[config.mk]
export PLATFORM = sky130hd
export DESIGN_NAME = uart_tx_sequencer
export DESIGN_NICKNAME = d
export VERILOG_FILES = /design/src/rtl/uart_tx_sequencer_pkg.sv /design/src/rtl/uart_dn_cnt.sv /design/src/rtl/uart_tx_sequencer.sv
export SDC_FILE = /design/constraint.sdc
export NUM_CORES = 1
export LEC_CHECK = 0
export CORE_MARGIN = 4
export CORE_UTILIZATION = 35
export CTS_BUF_LIST = sky130_fd_sc_hd__clkbuf_4
export DETAILED_ROUTE_END_ITERATION = 12
export GPL_TIMING_DRIVEN = 0
export PLACE_DENSITY = 0.7
export SLEW_MARGIN = 5
export SYNTH_ARGS = -nofsm -noshare
export SYNTH_HDL_FRONTEND = slang
export SYNTH_SLANG_ARGS = --single-unit
[constraint.sdc]
create_clock -name clk_i -period 1.7 [get_ports clk_i]
set_input_delay 0.34 -clock clk_i [delete_from_list [all_inputs] [get_ports clk_i]]
set_output_delay 0.34 -clock clk_i [all_outputs]
set_load 0.05 [all_outputs]
[src/rtl/uart_tx_sequencer_pkg.sv]
// Shared definitions for the UART Tx sequencer: FSM state encodings and
// default field widths, also used by the register controller.
package uart_tx_sequencer_pkg;

  typedef enum logic [2:0] {
    ST_IDLE  = 3'd0,
    ST_FLUSH = 3'd1,
    ST_POP   = 3'd2,
    ST_LOAD  = 3'd3,
    ST_START = 3'd4,
    ST_WAIT  = 3'd5,
    ST_GAP   = 3'd6
  } seq_state_e;

  localparam int unsigned DEF_DATA_W    = 8;
  localparam int unsigned DEF_GAP_W     = 8;
  localparam int unsigned DEF_TIMEOUT_W = 16;
  localparam int unsigned DEF_CNT_W     = 16;

endpackage

[src/rtl/uart_dn_cnt.sv]
// Loadable down-counter with zero and last (count==1) flags.
// Load wins over decrement; decrement saturates at zero.
module uart_dn_cnt #(
  parameter int unsigned W = 8
) (
  input  logic         clk_i,
  input  logic         rst_i,
  input  logic         load_i,
  input  logic [W-1:0] load_val_i,
  input  logic         dec_i,
  output logic         zero_o,
  output logic         last_o
);

  logic [W-1:0] cnt_q, cnt_d;

  // next count: load, else saturating decrement
  always_comb begin
    cnt_d = cnt_q;
    if (load_i) begin
      cnt_d = load_val_i;
    end else if (dec_i && (cnt_q != '0)) begin
      cnt_d = cnt_q - W'(1);
    end
  end

  // count register
  always_ff @(posedge clk_i or posedge rst_i) begin
    if (rst_i) cnt_q <= '0;
    else       cnt_q <= cnt_d;
  end

  assign zero_o = (cnt_q == '0);
  assign last_o = (cnt_q == W'(1));

endmodule

[src/rtl/uart_tx_sequencer.sv]
// Drains the Tx FIFO into the UART Tx module one character per frame,
// with a programmable inter-frame gap, a Tx-done watchdog, flush mode
// and a wrapping transmitted-character counter.
module uart_tx_sequencer
  import uart_tx_sequencer_pkg::*;
#(
  parameter int unsigned MAX_UART_DATA_W = DEF_DATA_W,
  parameter int unsigned GAP_W           = DEF_GAP_W,
  parameter int unsigned TIMEOUT_W       = DEF_TIMEOUT_W,
  parameter int unsigned CNT_W           = DEF_CNT_W
) (
  input  logic                       clk_i,
  input  logic                       rst_i,
  input  logic                       en_i,
  input  logic                       flush_i,
  input  logic [GAP_W-1:0]           gap_cycles_i,
  input  logic [TIMEOUT_W-1:0]       timeout_cycles_i,
  input  logic                       err_clr_i,
  input  logic                       tx_fifo_empty_i,
  input  logic [MAX_UART_DATA_W-1:0] tx_fifo_data_i,
  output logic                       tx_fifo_pop_o,
  input  logic                       tx_busy_i,
  input  logic                       tx_done_i,
  output logic                       tx_start_o,
  output logic [MAX_UART_DATA_W-1:0] tx_data_o,
  output logic                       seq_busy_o,
  output logic                       timeout_err_o,
  output logic [CNT_W-1:0]           tx_count_o
);

  seq_state_e                 state_q, state_d;
  logic                       tx_start_q, tx_start_d;
  logic [MAX_UART_DATA_W-1:0] tx_data_q, tx_data_d;
  logic                       err_q, err_d;
  logic [CNT_W-1:0]           tx_count_q, tx_count_d;

  logic gap_zero, gap_last;
  logic wd_zero, wd_last;
  logic in_wait;

  assign in_wait = (state_q == ST_WAIT);

  // Gap counter: loaded when a frame completes, counts down through GAP.
  uart_dn_cnt #(.W(GAP_W)) u_gap_cnt (
    .clk_i      (clk_i),
    .rst_i      (rst_i),
    .load_i     (in_wait && tx_done_i),
    .load_val_i (gap_cycles_i),
    .dec_i      (state_q == ST_GAP),
    .zero_o     (gap_zero),
    .last_o     (gap_last)
  );

  // Watchdog: loaded in START; a zero load never reaches "last", so it
  // stays disarmed for the whole frame.
  uart_dn_cnt #(.W(TIMEOUT_W)) u_wd_cnt (
    .clk_i      (clk_i),
    .rst_i      (rst_i),
    .load_i     (state_q == ST_START),
    .load_val_i (timeout_cycles_i),
    .dec_i      (in_wait && !wd_zero),
    .zero_o     (wd_zero),
    .last_o     (wd_last)
  );

  // Next-state and registered-output logic
  always_comb begin
    state_d    = state_q;
    tx_start_d = tx_start_q;
    tx_data_d  = tx_data_q;
    tx_count_d = tx_count_q;
    err_d      = err_q;
    if (err_clr_i) err_d = 1'b0;

    case (state_q)
      ST_IDLE: begin
        if (flush_i && !tx_fifo_empty_i) begin
          state_d = ST_FLUSH;
        end else if (en_i && !tx_fifo_empty_i && !tx_busy_i && !err_q) begin
          state_d = ST_POP;
        end
      end
      ST_FLUSH: begin
        if (tx_fifo_empty_i || !flush_i) state_d = ST_IDLE;
      end
      ST_POP: begin
        state_d = ST_LOAD;
      end
      ST_LOAD: begin
        tx_data_d = tx_fifo_data_i;
        state_d   = ST_START;
      end
      ST_START: begin
        tx_start_d = 1'b1;
        state_d    = ST_WAIT;
      end
      ST_WAIT: begin
        // done takes precedence over a watchdog expiry in the same cycle
        if (tx_done_i) begin
          tx_start_d = 1'b0;
          tx_count_d = tx_count_q + CNT_W'(1);
          state_d    = (gap_cycles_i != '0) ? ST_GAP : ST_IDLE;
        end else if (wd_last) begin
          tx_start_d = 1'b0;
          err_d      = 1'b1;
          state_d    = ST_IDLE;
        end
      end
      ST_GAP: begin
        if (gap_last || gap_zero) state_d = ST_IDLE;
      end
      default: begin
        state_d = ST_IDLE;
      end
    endcase
  end

  // State and output registers
  always_ff @(posedge clk_i or posedge rst_i) begin
    if (rst_i) begin
      state_q    <= ST_IDLE;
      tx_start_q <= 1'b0;
      tx_data_q  <= '0;
      err_q      <= 1'b0;
      tx_count_q <= '0;
    end else begin
      state_q    <= state_d;
      tx_start_q <= tx_start_d;
      tx_data_q  <= tx_data_d;
      err_q      <= err_d;
      tx_count_q <= tx_count_d;
    end
  end

  // Flush pops every cycle the FIFO has data; transmit pops once in POP.
  assign tx_fifo_pop_o = (state_q == ST_POP) ||
                         ((state_q == ST_FLUSH) && !tx_fifo_empty_i);
  assign tx_start_o    = tx_start_q;
  assign tx_data_o     = tx_data_q;
  assign seq_busy_o    = (state_q != ST_IDLE);
  assign timeout_err_o = err_q;
  assign tx_count_o    = tx_count_q;

endmodule
==> results of run 1 <==
cell type report:
| type | count | area [sq um] | share of cell area |
|---|---|---|---|
| Buffer | 13 | 144 | 0.0306 |
| Clock buffer | 6 | 45.0 | 0.00956 |
| Clock inverter | 2 | 15.0 | 0.00319 |
| Inverter | 12 | 52.6 | 0.0112 |
| Multi-Input combinational cell | 232 | 1900 | 0.403 |
| Sequential cell | 53 | 1350 | 0.287 |
| Tap cell | 105 | 131 | 0.0279 |
| Timing Repair Buffer | 120 | 1070 | 0.227 |
cell usage in the layout (no fill, tap or decap), types with 4 or more instances in the layout:
cell type	netlist	final
sky130_fd_sc_hd__xor2_1	5	5
sky130_fd_sc_hd__inv_1	12	8
sky130_fd_sc_hd__o211ai_1	6	6
sky130_fd_sc_hd__nand3_1	17	14
sky130_fd_sc_hd__clkdlybuf4s50_1	0	39
sky130_fd_sc_hd__o21ai_1	1	4
sky130_fd_sc_hd__dlygate4sd2_1	0	6
sky130_fd_sc_hd__nor2_4	0	5
sky130_fd_sc_hd__clkdlybuf4s15_1	0	4
sky130_fd_sc_hd__a22oi_1	4	4
sky130_fd_sc_hd__clkbuf_2	1	9
sky130_fd_sc_hd__or3_1	4	4
sky130_fd_sc_hd__clkdlybuf4s15_2	0	7
sky130_fd_sc_hd__a21oi_1	11	9
sky130_fd_sc_hd__or4_4	1	4
sky130_fd_sc_hd__nor2_1	20	14
sky130_fd_sc_hd__dfrtp_2	0	22
sky130_fd_sc_hd__o21ai_0	10	5
sky130_fd_sc_hd__buf_4	0	42
sky130_fd_sc_hd__mux2_2	8	8
sky130_fd_sc_hd__clkbuf_4	0	8
sky130_fd_sc_hd__nand2_1	28	28
sky130_fd_sc_hd__nand4_1	10	10
sky130_fd_sc_hd__dfrtp_1	53	31
sky130_fd_sc_hd__mux2i_1	4	4
sky130_fd_sc_hd__or4_1	6	4
sky130_fd_sc_hd__xnor2_1	11	10
sky130_fd_sc_hd__a31oi_1	7	7
sky130_fd_sc_hd__nor4_4	1	7
sky130_fd_sc_hd__buf_6	0	18
how the worst min path moves through the flow:
stage / slack [ps] / depth (start not counted) / from / to
2_1_floorplan: 430 / 1 / err_clr_i / timeout_err_o
3_3_place_gp: 460 / 1 / tx_count_o[15] / tx_count_o[15]
3_5_place_dp: 480 / 1 / tx_count_o[6] / tx_count_o[6]
4_1_cts: 350 / 2 / rst_i / tx_count_o[15]
5_1_grt: 380 / 2 / rst_i / tx_count_o[15]
6_report: 330 / 2 / rst_i / tx_count_o[15]
critical path, cell delays in order, from the launching register on:
cell	delay [ps]
sky130_fd_sc_hd__dfrtp_1	430
sky130_fd_sc_hd__buf_6	130
sky130_fd_sc_hd__or4_4	480
sky130_fd_sc_hd__or4_4	430
sky130_fd_sc_hd__or3_1	310
sky130_fd_sc_hd__nand3_1	80
routing by layer:
metal  vias to the layer above  track usage  part of all wire
met5                         -            0                 0
met1                      1471        0.229              0.43
met3                        11       0.0332             0.053
met4                         0       0.0466             0.012
met2                        86        0.296              0.50
li1                       1431            -                 -
kinds of logic (layout without fill, tap and decap cells):
group,after synthesis,after routing,synth area share
and+or+nand+nor,125,125,0.231
AOI/OAI and AO/OA,74,74,0.180
DFF,53,53,0.440
buffers and inverters,30,153,0.0390
xor gates and xnor gates,16,16,0.0465
muxes,12,12,0.0431
adders and majority gates,5,5,0.0207
per-stage QoR:
stage | cells | power [uW] | area (sq um) | hold WS [ps] | setup slack (ps)
after global routing | 543 | 2180 | 4710 | 376 | -252
after detailed placement | 488 | 1510 | 3870 | 480 | -836
after global placement | 487 | 1500 | 3850 | 459 | -1230
after CTS | 521 | 2110 | 4400 | 354 | -216
final | 543 | 2100 | 4710 | 334 | -214
after floorplan | 315 | 1380 | 3050 | 432 | -120
state kept, by name, indices dropped and copies added, names as in the netlist:
register and flops:
timeout_err_o 1, u_wd_cnt.cnt_q 16, u_gap_cnt.cnt_q 8, tx_start_o 1
tx_data_o 8, state_q 3, tx_count_o 16
power by group:
part	total, uW	leakage (uW)	internal (uW)	switching [uW]
Combinational	202	0.00130	108	94.6
Clock	611	0.0000279	179	432
Sequential	1280	0.000607	1270	9.08
Total	2100	0.00194	1560	536
repair_timing:
| action | CTS | global route |
|---|---|---|
| cloned | 0 | 1 |
| pin swaps | 21 | 30 |
| buffers inserted | 28 | 23 |
| hold buffers | 0 | 0 |
| resized for setup | 134 | 79 |
| endpoints found under the setup margin | 75 | 52 |
==> results by group, run 1 <==
Run status
  – Outcome: finished, violations left
  – Failing checks: negative setup slack

Setup path
  – Start-to-end type of the worst setup path: flip-flop to flip-flop
  – Worst setup path endpoint: u_gap_cnt.cnt_q[7]
  – Cell count of the worst reg-to-reg path: 5
  – Startpoint of the worst register-to-register path: u_gap_cnt.cnt_q[0]
  – Required time at the worst-slack endpoint: 2020 ps
  – R2R Setup Slk: -210 ps
  – Type of element launching the critical path: flip-flop
  – Data arrival time of the critical path: 2230 ps
  – Crit path capture type: flip-flop
  – First element of the critical path: u_gap_cnt.cnt_q[0]
  – Critical register-to-register path endpoint: u_gap_cnt.cnt_q[7]
  – Maximum fanout along the worst path: 3

Floorplan
  – Starting Density: 0.363
  – Die Span Y: between 100 and 150 microns
  – Std-Cell Rows: 33
  – Area of the die: 10200 sq um
  – Number of top-level design ports: 68
  – Std-Cell Core Area: ~8300 sq um
  – Die outline width: 101 microns

Yosys
  – Share of the synthesized area in the top cell type: 0.440
  – Most frequent cell after synthesis: sky130_fd_sc_hd__dfrtp_1
  – Synth warn: 0
  – Average cell area after synthesis: 9.58 sq um
  – Asr flop ratio synth: 1.00
  – Post-synthesis instance total: 315
  – Library cells used by synthesis: 64
  – Post-synthesis sequential area ratio: 0.440
  – Synthesized flop and latch total: 53
  – Synth Cell Area: 3020 sq um
  – Cells taking the most area after synthesis: sky130_fd_sc_hd__dfrtp_1, sky130_fd_sc_hd__nand2_1, sky130_fd_sc_hd__xnor2_1
  – Leading cell types by count after synthesis: sky130_fd_sc_hd__dfrtp_1, sky130_fd_sc_hd__nand2_1, sky130_fd_sc_hd__nor2_1
  – Yosys top cell by area: sky130_fd_sc_hd__dfrtp_1
  – Synth Net Count: 360
  – Number of enable-type register cells in the synthesized netlist: 0
  – Ys flop type: sky130_fd_sc_hd__dfrtp_1

Global routing
  – First-pass GRT wire length: 14.2 mm
  – Largest net degree at the start of global routing: 29
  – Number of antenna violations at the first check in global routing: 0
  – Gr usage total: 0.175
  – Number of global-route vias before repair: between 2000 and 3000
  – Aggregate global routing overflow: 0

Clock tree
  – Clock tree from TritonCTS: built
  – Sink Count: 53
  – Num CTS Buffers: 5
  – Root Driver: sky130_fd_sc_hd__clkbuf_4
  – Worst-case clock buffer depth: 2
  – Clock slew seen by the registers of the worst setup and hold paths: 160 ps
  – Worst-skew pair later-pin latency: between 300 and 400 ps
  – Depth of the CTS H-tree: 2

Layout
  – Final cell utilization of the core: 0.567
  – Net total in the final layout: about 480
  – Final-layout fill cell count: 712
  – Antenna Diode Count: 0
  – P&R area growth vs syn: 56.1%
  – Ratio of cells with drive above 1 in the final layout: 0.409

Timing
  – Max-slew violation count: 0
  – Final count of negative-setup-slack endpoints: 21
  – Worst slew slack as a fraction of its limit: 0.593
  – Worst-margin pin slew: 610 ps
  – Final hold vios: 0
  – Achievable clock frequency: 0.523 GHz
  – Setup_tns: -1700 ps
  – Setup ws final: -214 ps
  – Final Cycle Share: 1.13
  – Final period demand of the worst path: 1910 ps
  – Final worst clock skew: around 10 ps
  – Unrepaired setup endpoints after global routing: yes

Detailed routing
  – Detailed-route DRC error count: 0
  – First DRT Iteration DRCs: around 130
  – Number of detailed-route iterations in the first pass: 5
  – Wirelength per Cell: 17.1 microns
  – Antenna viol nets, final: 0
  – Via count of the routed design: 2999
  – Ratio of routed vias to standard cells: 5.52
  – Wire length after detailed routing: 9.31 mm

Worst hold path
  – Worst min-delay path class: primary input to async pin

Job
  – Number of maximum-capacitance constraint violations: 0

Pwr
  – IR drop worst, VDD: between 0.2 and 0.3 mV
  – Leakage component of the power: 0.00194 uW
  – Pwr dens: 445 nW/um^2

Placed design
  – Post-DP HPWL: 6.01 mm
  – RD Place Congestion: 0.972
  – Quantity of I/O buffers inserted on ports: 67
(Power assumes the default switching activity.)
==> run 2, diff against run 1 <==
--- a/config.mk
+++ b/config.mk
@@ -8,8 +8,10 @@
 export CORE_MARGIN = 4
 export CORE_UTILIZATION = 35
 export CTS_BUF_LIST = sky130_fd_sc_hd__clkbuf_4
+export CTS_CLUSTER_DIAMETER = 50
 export DETAILED_ROUTE_END_ITERATION = 12
 export GPL_TIMING_DRIVEN = 0
+export MAX_ROUTING_LAYER = met4
 export PLACE_DENSITY = 0.7
 export SLEW_MARGIN = 5
 export SYNTH_ARGS = -nofsm -noshare
==> run 2 against run 1 <==
The flow still finishes with violations (negative setup slack); sequential cell count stayed put; global-route usage is 0.85 points higher; design area down 2.3%; critical endpoint is now state_q[2]; largest power group unchanged; clock skew increased by 7.9 ps; worst setup slack better by 16 ps; worst hold slack gained 17 ps.
==> results by group, run 2 (synthesis gave the netlist of run 1 again) <==
Layout
  – Most common library cell in the layout ignoring fill and taps: sky130_fd_sc_hd__clkdlybuf4s50_1
  – Antenna Diode Count: 0 (unchanged)
  – P&R area growth vs syn: 52.6%
  – Area occupied by registers: 1350 sq um (-0.18%)
  – Final-layout fill cell count: 722 (+1.4%)
  – Ratio of cells with drive above 1 in the final layout: 0.363 (-0.0457)
  – Area of the multi-input gates: 1890 sq um (-0.59%)
  – Final cell utilization of the core: 0.555 (-0.0128)
  – Commonest cells after routing, fill and taps aside: sky130_fd_sc_hd__clkdlybuf4s50_1, sky130_fd_sc_hd__buf_4, sky130_fd_sc_hd__dfrtp_1
  – Net total in the final layout: 471 (-2.3%)

Global routing
  – Number of global-route vias before repair: 2978 (+3.9%)
  – Met3 global-route usage: 0.0291 (-0.00415)
  – Largest net degree at the start of global routing: 29 (unchanged)
  – Met1 GRT Util: 0.233 (+0.00393)
  – First-pass GRT wire length: 14.6 mm (+2.6%)
  – Met2 track demand over resource in global routing: 0.301 (+0.00557)
  – GRT busiest layer: met2
  – Aggregate global routing overflow: 0 (unchanged)
  – Gr usage total: 0.183 (+0.00848)
  – Number of antenna violations at the first check in global routing: 0 (unchanged)

Timing
  – Final Cycle Share: 1.12 (-0.00936)
  – Max-slew violation count: 0 (unchanged)
  – Unrepaired setup endpoints after global routing: yes
  – Final hold vios: 0 (unchanged)
  – Achievable clock frequency: 0.527 GHz (+0.84%)
  – Setup_tns: -1440 ps (+259 ps)
  – Worst-margin pin slew: 630 ps (+19.7 ps)
  – Worst slew slack as a fraction of its limit: 0.580 (-0.0131)
  – Final period demand of the worst path: 1900 ps (-15.9 ps)
  – Setup ws final: -198 ps (+15.9 ps)
  – Final worst clock skew: 18.3 ps (+7.86 ps)
  – Final hold slack: 351 ps (+17.4 ps)
  – Final count of negative-setup-slack endpoints: 19 (-9.5%)

Clock tree
  – Worst-case clock buffer depth: 2 (unchanged)
  – Sink Count: 53 (unchanged)
  – Depth of the CTS H-tree: 2 (unchanged)
  – Count of hold buffers inserted by post-cts repair: 0 (unchanged)
  – Num CTS Buffers: 5 (unchanged)
  – Worst-skew pair later-pin latency: 370 ps (about the same)
  – Clock slew seen by the registers of the worst setup and hold paths: 160 ps (about the same)
  – Root Driver: sky130_fd_sc_hd__clkbuf_4
  – Clock tree from TritonCTS: built

Run status
  – Outcome: finished, violations left
  – Failing checks: negative setup slack

Detailed routing
  – Ratio of routed vias to standard cells: 5.65 (+2.3%)
  – Detailed-route DRC error count: 0 (unchanged)
  – First DRT Iteration DRCs: 99 (-21%)
  – Wirelength per Cell: 17.7 microns (+3.4%)
  – Antenna viol nets, final: 0 (unchanged)
  – Via count of the routed design: 3006 (+0.23%)
  – Number of detailed-route iterations in the first pass: 4 (-1)
  – Wire length after detailed routing: 9.43 mm (+1.3%)

Placed design
  – Quantity of I/O buffers inserted on ports: 67 (unchanged)
  – Setup slack at placement: -839 ps (-2.31 ps)
  – RD Place Congestion: 0.983 (+1.1%)
  – Post-DP HPWL: 5.94 mm (-1.2%)

Floorplan
  – Std-Cell Core Area: 8300 sq um (unchanged)
  – Die outline width: 101 microns (unchanged)
  – Std-Cell Rows: 33 (unchanged)
  – Die Span Y: 101 microns (unchanged)
  – Starting Density: 0.363 (unchanged)
  – Number of top-level design ports: 68 (unchanged)
  – Area of the die: 10200 sq um (unchanged)

Pwr
  – IR drop worst, VDD: 0.293 mV (-0.91%)
  – Pwr dens: 485 nW/um^2 (+8.9%)
  – Psw: 527 uW (-1.7%)
  – Relative contribution of sequential cells to total power: 0.575 (-0.037)
  – Part of the total power dissipated in the clock network: 0.336 (+0.045)
  – Leakage component of the power: 0.00186 uW (-3.9%)
  – Switching power as a share of total power: 0.236 (-0.0196)
  – Combinational Power Share: 0.089 (-0.008)
  – Internal power: 1700 uW (+9.2%)

Setup path
  – Maximum fanout along the worst path: 3 (unchanged)
  – Worst setup path endpoint: state_q[2]
  – R2R Setup Slk: -200 ps (+20 ps)
  – Required time at the worst-slack endpoint: 1970 ps (-50 ps)
  – Critical register-to-register path endpoint: state_q[2]
  – Cell count of the worst reg-to-reg path: 6 (+1)
  – Data arrival time of the critical path: 2170 ps (-60 ps)
  – Type of element launching the critical path: flip-flop
  – Crit path capture type: flip-flop
  – Start-to-end type of the worst setup path: flip-flop to flip-flop
  – Startpoint of the worst register-to-register path: u_gap_cnt.cnt_q[6]
  – First element of the critical path: u_gap_cnt.cnt_q[6]

Worst hold path
  – Worst min-delay path class: primary input to async pin

Job
  – Number of maximum-capacitance constraint violations: 0 (unchanged)
-- run 2: cell types whose count changed in the layout (fill, tap and decap cells not counted), sizes merged --
cell           delta
clkinvlp          -2
dlygate4sd2       +5
bufinv            +1
buf              -15
clkdlybuf4s50     -1
clkinv            +1
-- run 2: final cells by class --
class	instances	share of cell area
plain buffers	13	0.0231
clock buffers	6	0.00979
clock inverters	2	0.00761
inverters	12	0.0114
multi-input cells	232	0.410
flip-flops and latches	53	0.294
well taps	105	0.0285
repair buffers	109	0.216
-- run 2: worst min-delay path by stage --
stage                   start             end
4_1_cts                 rst_i  tx_count_o[15]
3_5_place_dp   tx_count_o[15]  tx_count_o[15]
3_3_place_gp   tx_count_o[15]  tx_count_o[15]
5_1_grt             tx_done_i   timeout_err_o
2_1_floorplan       err_clr_i   timeout_err_o
6_report                rst_i  tx_count_o[15]
-- run 2: repair_timing --
action,in CTS,in global routing
pin swaps,19,28
resized for setup,123,60
endpoints found under the setup margin,64,48
setup buffers,25,16
-- run 2: worst max-delay path, stage by stage, from the launching register on --
cell                      delay, ps
sky130_fd_sc_hd__dfrtp_1        430
sky130_fd_sc_hd__or4_1          540
sky130_fd_sc_hd__buf_6          150
sky130_fd_sc_hd__buf_6          110
sky130_fd_sc_hd__o41ai_4        280
sky130_fd_sc_hd__nand3_1        130
sky130_fd_sc_hd__a21o_1         180
-- run 2: power by group through the flow --
stage          Combinational, uW  Sequential [uW]  Clock, uW
2_1_floorplan               37.1             1340          0
3_3_place_gp                 198             1300          0
3_5_place_dp                 207             1310          0
4_1_cts                      201             1280        768
5_1_grt                      214             1280        808
6_report                     199             1280        748
-- run 2: layer usage --
layer | vias to the layer above | routed length, microns
li1 | 1406 | -
met1 | 1489 | 4140
met2 | 97 | 4720
met3 | 14 | 424
met4 | 0 | 142
met5 | - | 0
-- run 2: stage by stage --
stage          instance area [sq um]  power (uW)  std cells
2_1_floorplan                   3050        1380        315
3_3_place_gp                    3850        1500        487
3_5_place_dp                    3870        1510        488
4_1_cts                         4340        2250        518
5_1_grt                         4600        2310        532
6_report                        4600        2230        532
==> run 3, diff against run 2 <==
--- a/config.mk
+++ b/config.mk
@@ -6,13 +6,13 @@
 export NUM_CORES = 1
 export LEC_CHECK = 0
 export CORE_MARGIN = 4
-export CORE_UTILIZATION = 35
+export CORE_UTILIZATION = 47
 export CTS_BUF_LIST = sky130_fd_sc_hd__clkbuf_4
 export CTS_CLUSTER_DIAMETER = 50
 export DETAILED_ROUTE_END_ITERATION = 12
 export GPL_TIMING_DRIVEN = 0
 export MAX_ROUTING_LAYER = met4
-export PLACE_DENSITY = 0.7
+export PLACE_DENSITY = 0.87
 export SLEW_MARGIN = 5
 export SYNTH_ARGS = -nofsm -noshare
 export SYNTH_HDL_FRONTEND = slang
==> run 3 against run 2 <==
The run still ends with negative setup slack left; count of clock-buffer cells in the layout unchanged; sequential power about the same; design area up 1.7%; final cell count down 3.0%; worst hold slack worse by 77 ps; utilization up 22 points; largest cell class unchanged; largest power group unchanged.
==> results by group, run 3 (synthesis gave the netlist of run 1 again) <==
Detailed routing
  – Wire length after detailed routing: 10.6 mm (+12%)
  – Antenna viol nets, final: 0 (unchanged)
  – Via count of the routed design: 3245 (+8.0%)
  – Ratio of routed vias to standard cells: 6.29 (+11%)
  – Wirelength per Cell: 20.4 microns (+15%)
  – Number of detailed-route iterations in the first pass: 5 (+1)
  – First DRT Iteration DRCs: 354 (+260%)
  – Detailed-route DRC error count: 0 (unchanged)

Placed design
  – Post-DP HPWL: 5.83 mm (-1.8%)
  – Placed cells: 458 (-6.1%)
  – Quantity of I/O buffers inserted on ports: 67 (unchanged)
  – Placed cell areas: 3830 sq um (-0.97%)
  – Setup slack at placement: -799 ps (+40.1 ps)
  – RD Place Congestion: 0.924 (-6.0%)

Floorplan
  – Starting Density: 0.498 (+0.134)
  – Area of the die: 7760 sq um (-24%)
  – Std-Cell Core Area: 6060 sq um (-27%)
  – Die outline width: 88.1 microns (-13%)
  – Std-Cell Rows: 28 (-15%)
  – Number of top-level design ports: 68 (unchanged)
  – Die Span Y: 88.1 microns (-13%)

Run status
  – Failing checks: negative setup slack
  – Outcome: finished, violations left

Timing
  – Setup_tns: -1430 ps (+16.8 ps)
  – Final Cycle Share: 1.14 (+0.0192)
  – Setup ws final: -230 ps (-32.6 ps)
  – Final period demand of the worst path: 1930 ps (+32.6 ps)
  – Final hold vios: 0 (unchanged)
  – Achievable clock frequency: 0.518 GHz (-1.7%)
  – Worst-margin pin slew: 509 ps (-121 ps)
  – Final count of negative-setup-slack endpoints: 18 (-1)
  – Worst slew slack as a fraction of its limit: 0.662 (+0.0827)
  – Final hold slack: 274 ps (-77.2 ps)
  – Max-slew violation count: 0 (unchanged)
  – Unrepaired setup endpoints after global routing: yes
  – Final worst clock skew: 22.1 ps (+3.78 ps)

Clock tree
  – Root Driver: sky130_fd_sc_hd__clkbuf_4
  – Count of hold buffers inserted by post-cts repair: 0 (unchanged)
  – Worst-case clock buffer depth: 2 (unchanged)
  – Num CTS Buffers: 5 (unchanged)
  – Clock tree from TritonCTS: built
  – Clock slew seen by the registers of the worst setup and hold paths: 160 ps (about the same)
  – Worst-skew pair later-pin latency: 370 ps (about the same)
  – Depth of the CTS H-tree: 2 (unchanged)
  – Sink Count: 53 (unchanged)

Pwr
  – Switching power as a share of total power: 0.241 (+0.00451)
  – Combinational Power Share: 0.099 (+0.010)
  – Internal power: 1550 uW (-9.2%)
  – IR drop worst, VDD: 0.360 mV (+23%)
  – Part of the total power dissipated in the clock network: 0.271 (-0.065)
  – Psw: 490 uW (-6.9%)
  – Relative contribution of sequential cells to total power: 0.629 (+0.054)
  – Pwr dens: 435 nW/um^2 (-10%)
  – Leakage component of the power: 0.00196 uW (+5.5%)

Global routing
  – Number of antenna violations at the first check in global routing: 0 (unchanged)
  – Largest net degree at the start of global routing: 35 (+21%)
  – Gr usage total: 0.257 (+0.0740)
  – Aggregate global routing overflow: 0 (unchanged)
  – Number of global-route vias before repair: 3127 (+5.0%)
  – First-pass GRT wire length: 15.2 mm (+4.5%)

Layout
  – Most common library cell in the layout ignoring fill and taps: sky130_fd_sc_hd__buf_4
  – Final-layout fill cell count: 366 (-49%)
  – Ratio of cells with drive above 1 in the final layout: 0.408 (+0.0452)
  – Net total in the final layout: 486 (+3.2%)
  – Commonest cells after routing, fill and taps aside: sky130_fd_sc_hd__buf_4, sky130_fd_sc_hd__clkdlybuf4s50_1, sky130_fd_sc_hd__dfrtp_1
  – Area of all placed cells without fillers: 4680 sq um (+1.7%)
  – Final Non-Filler Cells: 516 (-3.0%)
  – P&R area growth vs syn: 55.2%
  – Antenna Diode Count: 0 (unchanged)

Setup path
  – Crit path capture type: flip-flop
  – Data arrival time of the critical path: 2230 ps (+60 ps)
  – WP buf/inv: 0 (-2)
  – Type of element launching the critical path: flip-flop
  – Crit path top cell by count: sky130_fd_sc_hd__or4_4
  – Sequence of cells on the critical path: or4_4, or4_4, or3_1, nand3_1
  – Maximum fanout along the worst path: 4 (+1)
  – Start-to-end type of the worst setup path: flip-flop to flip-flop
  – CP delay by family, top: simple AND/OR/NAND/NOR gates
  – Delay of the slowest cell on the worst path: 550 ps (about the same)
  – Required time at the worst-slack endpoint: 2000 ps (+30 ps)
  – CP max-delay cell: sky130_fd_sc_hd__or4_4

Job
  – Number of maximum-capacitance constraint violations: 0 (unchanged)

Worst hold path
  – Worst min-delay path class: primary input to async pin
run 3: routing by layer:
metal / wire length (microns) / GRT usage / vias to the layer above
li1: - / - / 1437
met1: 4190 / 0.325 / 1556
met2: 5140 / 0.404 / 207
met3: 828 / 0.0414 / 45
met4: 386 / 0.122 / 0
met5: 0 / - / -
run 3: power by group through the flow:
stage / clock network, uW / logic (uW) / registers [uW]
floorplan: 0 / 37.1 / 1340
global placement: 0 / 196 / 1300
detailed placement: 0 / 207 / 1310
CTS: 559 / 201 / 1280
global route: 620 / 216 / 1280
finish: 553 / 202 / 1280
run 3: area by class of cell:
cell class / count / area (sq um) / area share
buffer: 12 / 125 / 0.0267
clock buffer: 6 / 45.0 / 0.00962
clock inverter: 1 / 5.00 / 0.00107
inverter: 12 / 50.0 / 0.0107
multi-input combinational: 232 / 1920 / 0.410
sequential: 53 / 1350 / 0.288
tap: 75 / 93.8 / 0.0200
timing repair buffer: 125 / 1100 / 0.234
run 3: repair_timing:
action                     in CTS  in global routing
pin swaps                      20                 29
resized for setup             114                 93
buffers inserted               25                 32
setup endpoints to repair      73                 52
run 3: final timing paths:
path	slack, ps	end	startpoint	cells after the start
max	-230	u_gap_cnt.cnt_q[7]	u_gap_cnt.cnt_q[1]	4
min	270	tx_count_o[7]	rst_i	2
max reg2reg	-230	u_gap_cnt.cnt_q[7]	u_gap_cnt.cnt_q[1]	4
min reg2reg	470	tx_count_o[15]	tx_count_o[15]	1
max in group asynchronous	850	state_q[1]	rst_i	3
min in group clk_i	470	tx_count_o[15]	tx_count_o[15]	1
run 3: through the flow:
step	total power (uW)	util
final	2040	0.773
after floorplan	1380	-
after detailed placement	1510	0.632
after global routing	2120	0.773
after global placement	1500	0.629
after CTS	2040	0.708
